`config.mk`:
```
export PLATFORM = sky130hd
export DESIGN_NAME = actor_launch_sequencer
export DESIGN_NICKNAME = d
export VERILOG_FILES = /design/src/rtl/actor_launch_sequencer_pkg.sv /design/src/rtl/actor_launch_sequencer_counter.sv /design/src/rtl/actor_launch_sequencer.sv
export SDC_FILE = /design/constraint.sdc
export NUM_CORES = 1
export LEC_CHECK = 0
export CAP_MARGIN = 20
export CORE_MARGIN = 1
export CORE_UTILIZATION = 35
export DETAILED_ROUTE_END_ITERATION = 8
export PLACE_DENSITY = 0.69
export SYNTH_ARGS = -nofsm -noshare
export SYNTH_HDL_FRONTEND = slang
export SYNTH_HIERARCHICAL = 1
export SYNTH_SLANG_ARGS = --single-unit
```
`constraint.sdc`:
```
create_clock -name ap_clk -period 2.2 [get_ports ap_clk]
set_clock_uncertainty 0.05 [all_clocks]
set_input_delay 0.55 -clock ap_clk [delete_from_list [all_inputs] [get_ports ap_clk]]
set_output_delay 0.55 -clock ap_clk [all_outputs]
set_load 0.1 [all_outputs]
```
`src/rtl/actor_launch_sequencer_pkg.sv`:
```
// ---------------------------------------------------------------------------
// TriggerTypes: shared trigger types for the actor launch sequencer.
//   return_t : 32-bit code returned by an actor core on actor_done.
//   state_t  : sequencer FSM state, also exported on state_dbg.
//   mode_t   : launch policy (repeat until sleep vs. one execution per start).
//   SLEEP_THRESHOLD_DEFAULT : default number of non-productive returns /
//                             empty probe cycles tolerated before sleeping.
// ---------------------------------------------------------------------------
package TriggerTypes;

  typedef enum logic [31:0] {
    IDLE           = 32'd0,
    EXECUTED       = 32'd1,
    WAIT_INPUT     = 32'd2,
    WAIT_OUTPUT    = 32'd3,
    WAIT_GAURD     = 32'd4,
    WAIT_PREDICATE = 32'd5
  } return_t;

  typedef enum logic [2:0] {
    STAND_BY     = 3'd0,
    TRY_LAUNCH   = 3'd1,
    LAUNCH       = 3'd2,
    CHECK_RETURN = 3'd3,
    PROBE_INPUT  = 3'd4
  } state_t;

  typedef enum logic [1:0] {
    ACTOR_TRIGGER  = 2'd0,
    INPUT_TRIGGER  = 2'd1,
    OUTPUT_TRIGGER = 2'd2
  } mode_t;

  localparam int unsigned SLEEP_THRESHOLD_DEFAULT = 32'd4;

endpackage

```
`src/rtl/actor_launch_sequencer_counter.sv`:
```
// ---------------------------------------------------------------------------
// trigger_threshold_counter: 8-bit saturating counter used for both the
// failed-return count and the empty-probe count.
//   clk, rst_n : clock, asynchronous active-low reset
//   clear      : synchronous clear (wins over incr)
//   incr       : count one event; never counts past THRESHOLD
//   hit        : the next incr brings the count to THRESHOLD. It does not
//                depend on incr, so the caller's decode has no comb loop.
// ---------------------------------------------------------------------------
module trigger_threshold_counter
  import TriggerTypes::*;
#(
  parameter int unsigned THRESHOLD = SLEEP_THRESHOLD_DEFAULT
) (
  input  logic clk,
  input  logic rst_n,
  input  logic clear,
  input  logic incr,
  output logic hit
);

  localparam logic [7:0] LIMIT = 8'(THRESHOLD);

  logic [7:0] count_q;
  logic [7:0] count_d;

  // Next count: clear, saturating increment, or hold.
  always_comb begin
    count_d = count_q;
    hit     = (count_q >= (LIMIT - 8'd1));
    if (clear) begin
      count_d = 8'd0;
    end else if (incr) begin
      if (count_q < LIMIT) begin
        count_d = count_q + 8'd1;
      end else begin
        count_d = count_q;
      end
    end else begin
      count_d = count_q;
    end
  end

  // Count register.
  always_ff @(posedge clk or negedge rst_n) begin
    if (!rst_n) begin
      count_q <= 8'd0;
    end else begin
      count_q <= count_d;
    end
  end

endmodule

```
`src/rtl/actor_launch_sequencer.sv`:
```
// ---------------------------------------------------------------------------
// actor_launch_sequencer: launches an HLS actor core (ap_ctrl_hs) on request
// of the network and keeps relaunching it until it stops being productive.
//   ap_clk, ap_rst_n          : clock, asynchronous active-low reset
//   ap_start                  : network run request (sampled in STAND_BY only)
//   ap_done / ap_ready        : one-cycle pulse on the first STAND_BY cycle
//   ap_idle                   : high while in STAND_BY
//   actor_start/ready/done    : handshake to the actor core
//   actor_return              : return code, valid with actor_done
//   input_empty_n             : per-input FIFO not-empty, probed on WAIT_INPUT
//   exec_count                : number of EXECUTED returns (wraps)
//   state_dbg                 : current FSM state
// ---------------------------------------------------------------------------
module actor_launch_sequencer
  import TriggerTypes::*;
#(
  parameter mode_t       MODE            = ACTOR_TRIGGER,
  parameter int unsigned NUM_INPUTS      = 32'd2,
  parameter int unsigned SLEEP_THRESHOLD = SLEEP_THRESHOLD_DEFAULT,
  parameter int unsigned CNT_W           = 32'd32
) (
  input  logic                  ap_clk,
  input  logic                  ap_rst_n,
  input  logic                  ap_start,
  output logic                  ap_done,
  output logic                  ap_idle,
  output logic                  ap_ready,
  output logic                  actor_start,
  input  logic                  actor_ready,
  input  logic                  actor_done,
  input  logic [31:0]           actor_return,
  input  logic [NUM_INPUTS-1:0] input_empty_n,
  output logic [CNT_W-1:0]      exec_count,
  output logic [2:0]            state_dbg
);

  state_t             state_q, state_d;
  logic [31:0]        ret_q, ret_d;
  logic [CNT_W-1:0]   exec_q, exec_d;
  logic               done_q, done_d;

  logic fail_clr, fail_inc, fail_hit;
  logic probe_clr, probe_inc, probe_hit;

  trigger_threshold_counter #(.THRESHOLD(SLEEP_THRESHOLD)) u_fail_cnt (
    .clk   (ap_clk),
    .rst_n (ap_rst_n),
    .clear (fail_clr),
    .incr  (fail_inc),
    .hit   (fail_hit)
  );

  trigger_threshold_counter #(.THRESHOLD(SLEEP_THRESHOLD)) u_probe_cnt (
    .clk   (ap_clk),
    .rst_n (ap_rst_n),
    .clear (probe_clr),
    .incr  (probe_inc),
    .hit   (probe_hit)
  );

  // Next-state, return latch, execution count and counter controls.
  always_comb begin
    state_d     = state_q;
    ret_d       = ret_q;
    exec_d      = exec_q;
    fail_clr    = 1'b0;
    fail_inc    = 1'b0;
    probe_clr   = 1'b0;
    probe_inc   = 1'b0;
    actor_start = 1'b0;
    case (state_q)
      STAND_BY: begin
        if (ap_start) begin
          state_d   = TRY_LAUNCH;
          fail_clr  = 1'b1;
          probe_clr = 1'b1;
        end else begin
          state_d = STAND_BY;
        end
      end
      TRY_LAUNCH: begin
        actor_start = 1'b1;
        if (actor_ready) begin
          // A core may accept and finish in the same cycle; skip LAUNCH then.
          if (actor_done) begin
            ret_d   = actor_return;
            state_d = CHECK_RETURN;
          end else begin
            state_d = LAUNCH;
          end
        end else begin
          state_d = TRY_LAUNCH;
        end
      end
      LAUNCH: begin
        if (actor_done) begin
          ret_d   = actor_return;
          state_d = CHECK_RETURN;
        end else begin
          state_d = LAUNCH;
        end
      end
      CHECK_RETURN: begin
        if (ret_q == EXECUTED) begin
          exec_d   = exec_q + CNT_W'(1);
          fail_clr = 1'b1;
          if (MODE == ACTOR_TRIGGER) begin
            state_d = TRY_LAUNCH;
          end else begin
            state_d = STAND_BY;
          end
        end else if (ret_q == WAIT_INPUT) begin
          probe_clr = 1'b1;
          state_d   = PROBE_INPUT;
        end else begin
          // Every other code, including undefined ones, is non-productive.
          fail_inc = 1'b1;
          if (fail_hit) begin
            state_d = STAND_BY;
          end else begin
            state_d = TRY_LAUNCH;
          end
        end
      end
      PROBE_INPUT: begin
        if (|input_empty_n) begin
          state_d = TRY_LAUNCH;
        end else begin
          probe_inc = 1'b1;
          if (probe_hit) begin
            state_d = STAND_BY;
          end else begin
            state_d = PROBE_INPUT;
          end
        end
      end
      default: begin
        state_d = STAND_BY;
      end
    endcase
    // Done pulse marks the first cycle back in STAND_BY.
    done_d = (state_d == STAND_BY) && (state_q != STAND_BY);
  end

  // Sequencer state registers.
  always_ff @(posedge ap_clk or negedge ap_rst_n) begin
    if (!ap_rst_n) begin
      state_q <= STAND_BY;
      ret_q   <= IDLE;
      exec_q  <= '0;
      done_q  <= 1'b0;
    end else begin
      state_q <= state_d;
      ret_q   <= ret_d;
      exec_q  <= exec_d;
      done_q  <= done_d;
    end
  end

  assign ap_done    = done_q;
  assign ap_ready   = done_q;
  assign ap_idle    = (state_q == STAND_BY);
  assign exec_count = exec_q;
  assign state_dbg  = state_q;

endmodule

```
==> run metrics <==
status=completed; ys flop type=dfrtp_1; H-tree Lvls=3; Slew Viols, Final=0; first-pass detailed-route iteration total=4; Final ANT Viol Nets=0; Final setup viols=0; largest net degree at the start of global routing=36; Ys Warns=6; Worst setup SP type=register; WL/cell=13.6 um; CTS sink count=84; Layout area overhead=37.6%; fin crit period=2.11 ns; Final Cycle Share=0.961; maxcap violations=0; Die Ht=107 um; Max-slew headroom=0.692; final setup margin=0.0860 ns; Die ar.=between 10,000 and 15,000 um2; CTS Hold Bufs=0; power consumption=about 5 mW; Synth cell types=43; drt drc=0; critical path data arrival time=between 2 and 2.5 ns; clk buf depth=2; Yosys reg bits=84; layout cells sized above 1=0.397; vias=2,610; Initial Util=0.365; f_max=0.473 GHz; core area=10,500 um2; unrepaired setup endpoints after global routing=yes; Reg2Reg Depth=7; Die X=107 um; Worst-Margin Slew=0.463 ns; EDFF count, synth=0; ys async rst share=1.00; sequential share of the synthesized area=0.550; mapped cell area=3820 um2; Port Buffers=77; Power per Cell Area=around 970 nW/um2; Clk Latency, worst-skew pair=between 0.3 and 0.4 ns; syn nets=about 340; gr usage total=0.146; initial antenna violation count=0; Mapped Cells=~300; CTS tree=built; total gr overflow=0; Avg Synthesized Cell Area=around 13 um2; Root Buffer=clkbuf_8; Finished Cell Area=between 5000 and 6000 um2; placer congestion estimate=0.779; worst path required time=2.39 ns; HP Class=input pin to asynchronous set/reset pin; reg-to-reg setup timing slack=0.09 ns; TritonCTS Buffers=9; Fin Setup TNS=0 ns; vias in the first global route=2,641; maximum vdd drop=532 uV; detail-routed via count per cell=4.84; hpwl dp=5480 um; ant diodes=0; leakage power=2.31 nW; post-place setup slack=-0.0712 ns; drt total wl=around 7400 um; global-route wire length before repair=12,900 um; DR iter-0 viols=62; clk slew on worst S/H paths=0.08 ns; Crit Path Max Fanout=4; IO Count=78; post-CTS setup repair buffer count=0; final hold vios=0; CP Capture Type=register; FP Rows=37; fin nets=440; critical path type=register to register; placed cell area=5000 um2
## cells by family after synthesis
group | share of synthesized area
and+or+nand+nor | 0.220
buffers and inverters | 0.0190
muxes | 0.110
AOI/OAI and AO/OA | 0.0200
adders and majority gates | 0.00982
xor gates and xnor gates | 0.0710
DFF | 0.550
## critical path, stage by stage, from the launching register on
cell     delay, ns
dfrtp_1       0.40
nor4_2        0.31
nand4_2       0.17
or2_1         0.28
or3_4         0.40
nand2_4       0.09
nor2b_1       0.04
mux2_4        0.26
## flip-flops by register name, summed over array words and instances, names as in the netlist
register             cells
u_fail_cnt/count_q       8
u_probe_cnt/count_q      8
ret_q                   32
exec_count              32
state_dbg                3
ap_done                  1
## Yosys cell counts (all sizes together) (2+ instances only)
master	n	area (um2)
a21oi	2	10.0
a41oi	2	17.5
and2	4	25.0
and3	6	47.5
and4	5	43.8
buf	7	42.5
clkbuf	3	11.3
dfrtp	84	2100
ha	3	37.5
inv	5	18.8
mux2	35	402
mux2i	2	20.0
nand2	14	52.6
nand2b	8	50.1
nand3	13	65.1
nand3b	4	42.5
nand4	14	100
nor2	15	56.3
nor2b	13	81.3
nor3	4	30.0
nor4	11	173
o21ai	3	15.0
or2	2	12.5
xnor2	28	245
xor2	3	26.3
## placed cells by master, fill, tap and decap left out, types with 3 or more instances in the layout
cell type	netlist	final
inv_1	5	5
xor2_1	3	3
dfrtp_1	84	61
nand3b_1	3	3
nor4_4	4	6
nand3_1	13	13
dfrtp_4	0	10
nand4_1	12	12
and2_1	4	4
mux2_2	32	32
and4_1	5	5
nand2b_1	8	8
xnor2_1	28	28
clkdlybuf4s50_1	0	37
nand2_1	14	12
buf_12	0	11
nor2_1	15	15
buf_4	3	50
nor2b_1	13	13
ha_1	3	3
dfrtp_2	0	13
and3_1	4	4
nor4_2	7	5
clkbuf_8	0	11
## what timing repair did
item | CTS | global route
setup endpoints to repair | 1 | 2
pin swaps | 0 | 3
resized for setup | 1 | 3
## metrics by stage
step                std cells  hold slack, ns  utilization
floorplan                 299           0.204            -
global placement          523           0.412        0.478
detailed placement        523           0.421        0.478
CTS                       539          0.0955        0.501
global route              539           0.116        0.503
finish                    539          0.0923        0.503
## metal layers
layer  GRT usage  wire length (um)  vias up
li1            -                 -     1263
met1       0.182              3350     1274
met2       0.235              3440       64
met3      0.0527               464        9
met4      0.0440               100        0
met5           0                 0        -
## where the power goes
group	internal (mW)	leakage [nW]	switching [mW]
Sequential	1.91	1.06	0.263
Clock	0.703	0.112	0.544
Combinational	0.823	1.14	0.844
Total	3.43	2.31	1.65
## worst paths after layout
| path | endpoint | startpoint |
|---|---|---|
| max in group asynchronous | exec_count[17] | ap_rst_n |
| worst min-delay path | exec_count[8] | ap_rst_n |
| worst min register to register | exec_count[31] | exec_count[31] |
| worst max-delay path | u_probe_cnt/count_q[0] | ret_q[16] |
| min in group ap_clk | exec_count[31] | exec_count[31] |
| worst max register to register | u_probe_cnt/count_q[0] | ret_q[16] |
## final cells by class
class | count | area [um2]
sequential | 84 | 2160
timing repair buffer | 98 | 966
inverter | 5 | 18.8
multi-input combinational | 200 | 1710
clock inverter | 5 | 83.8
tap | 136 | 170
clock buffer | 11 | 151
fill | 954 | 5200
Power figures use the tool's default switching activity.
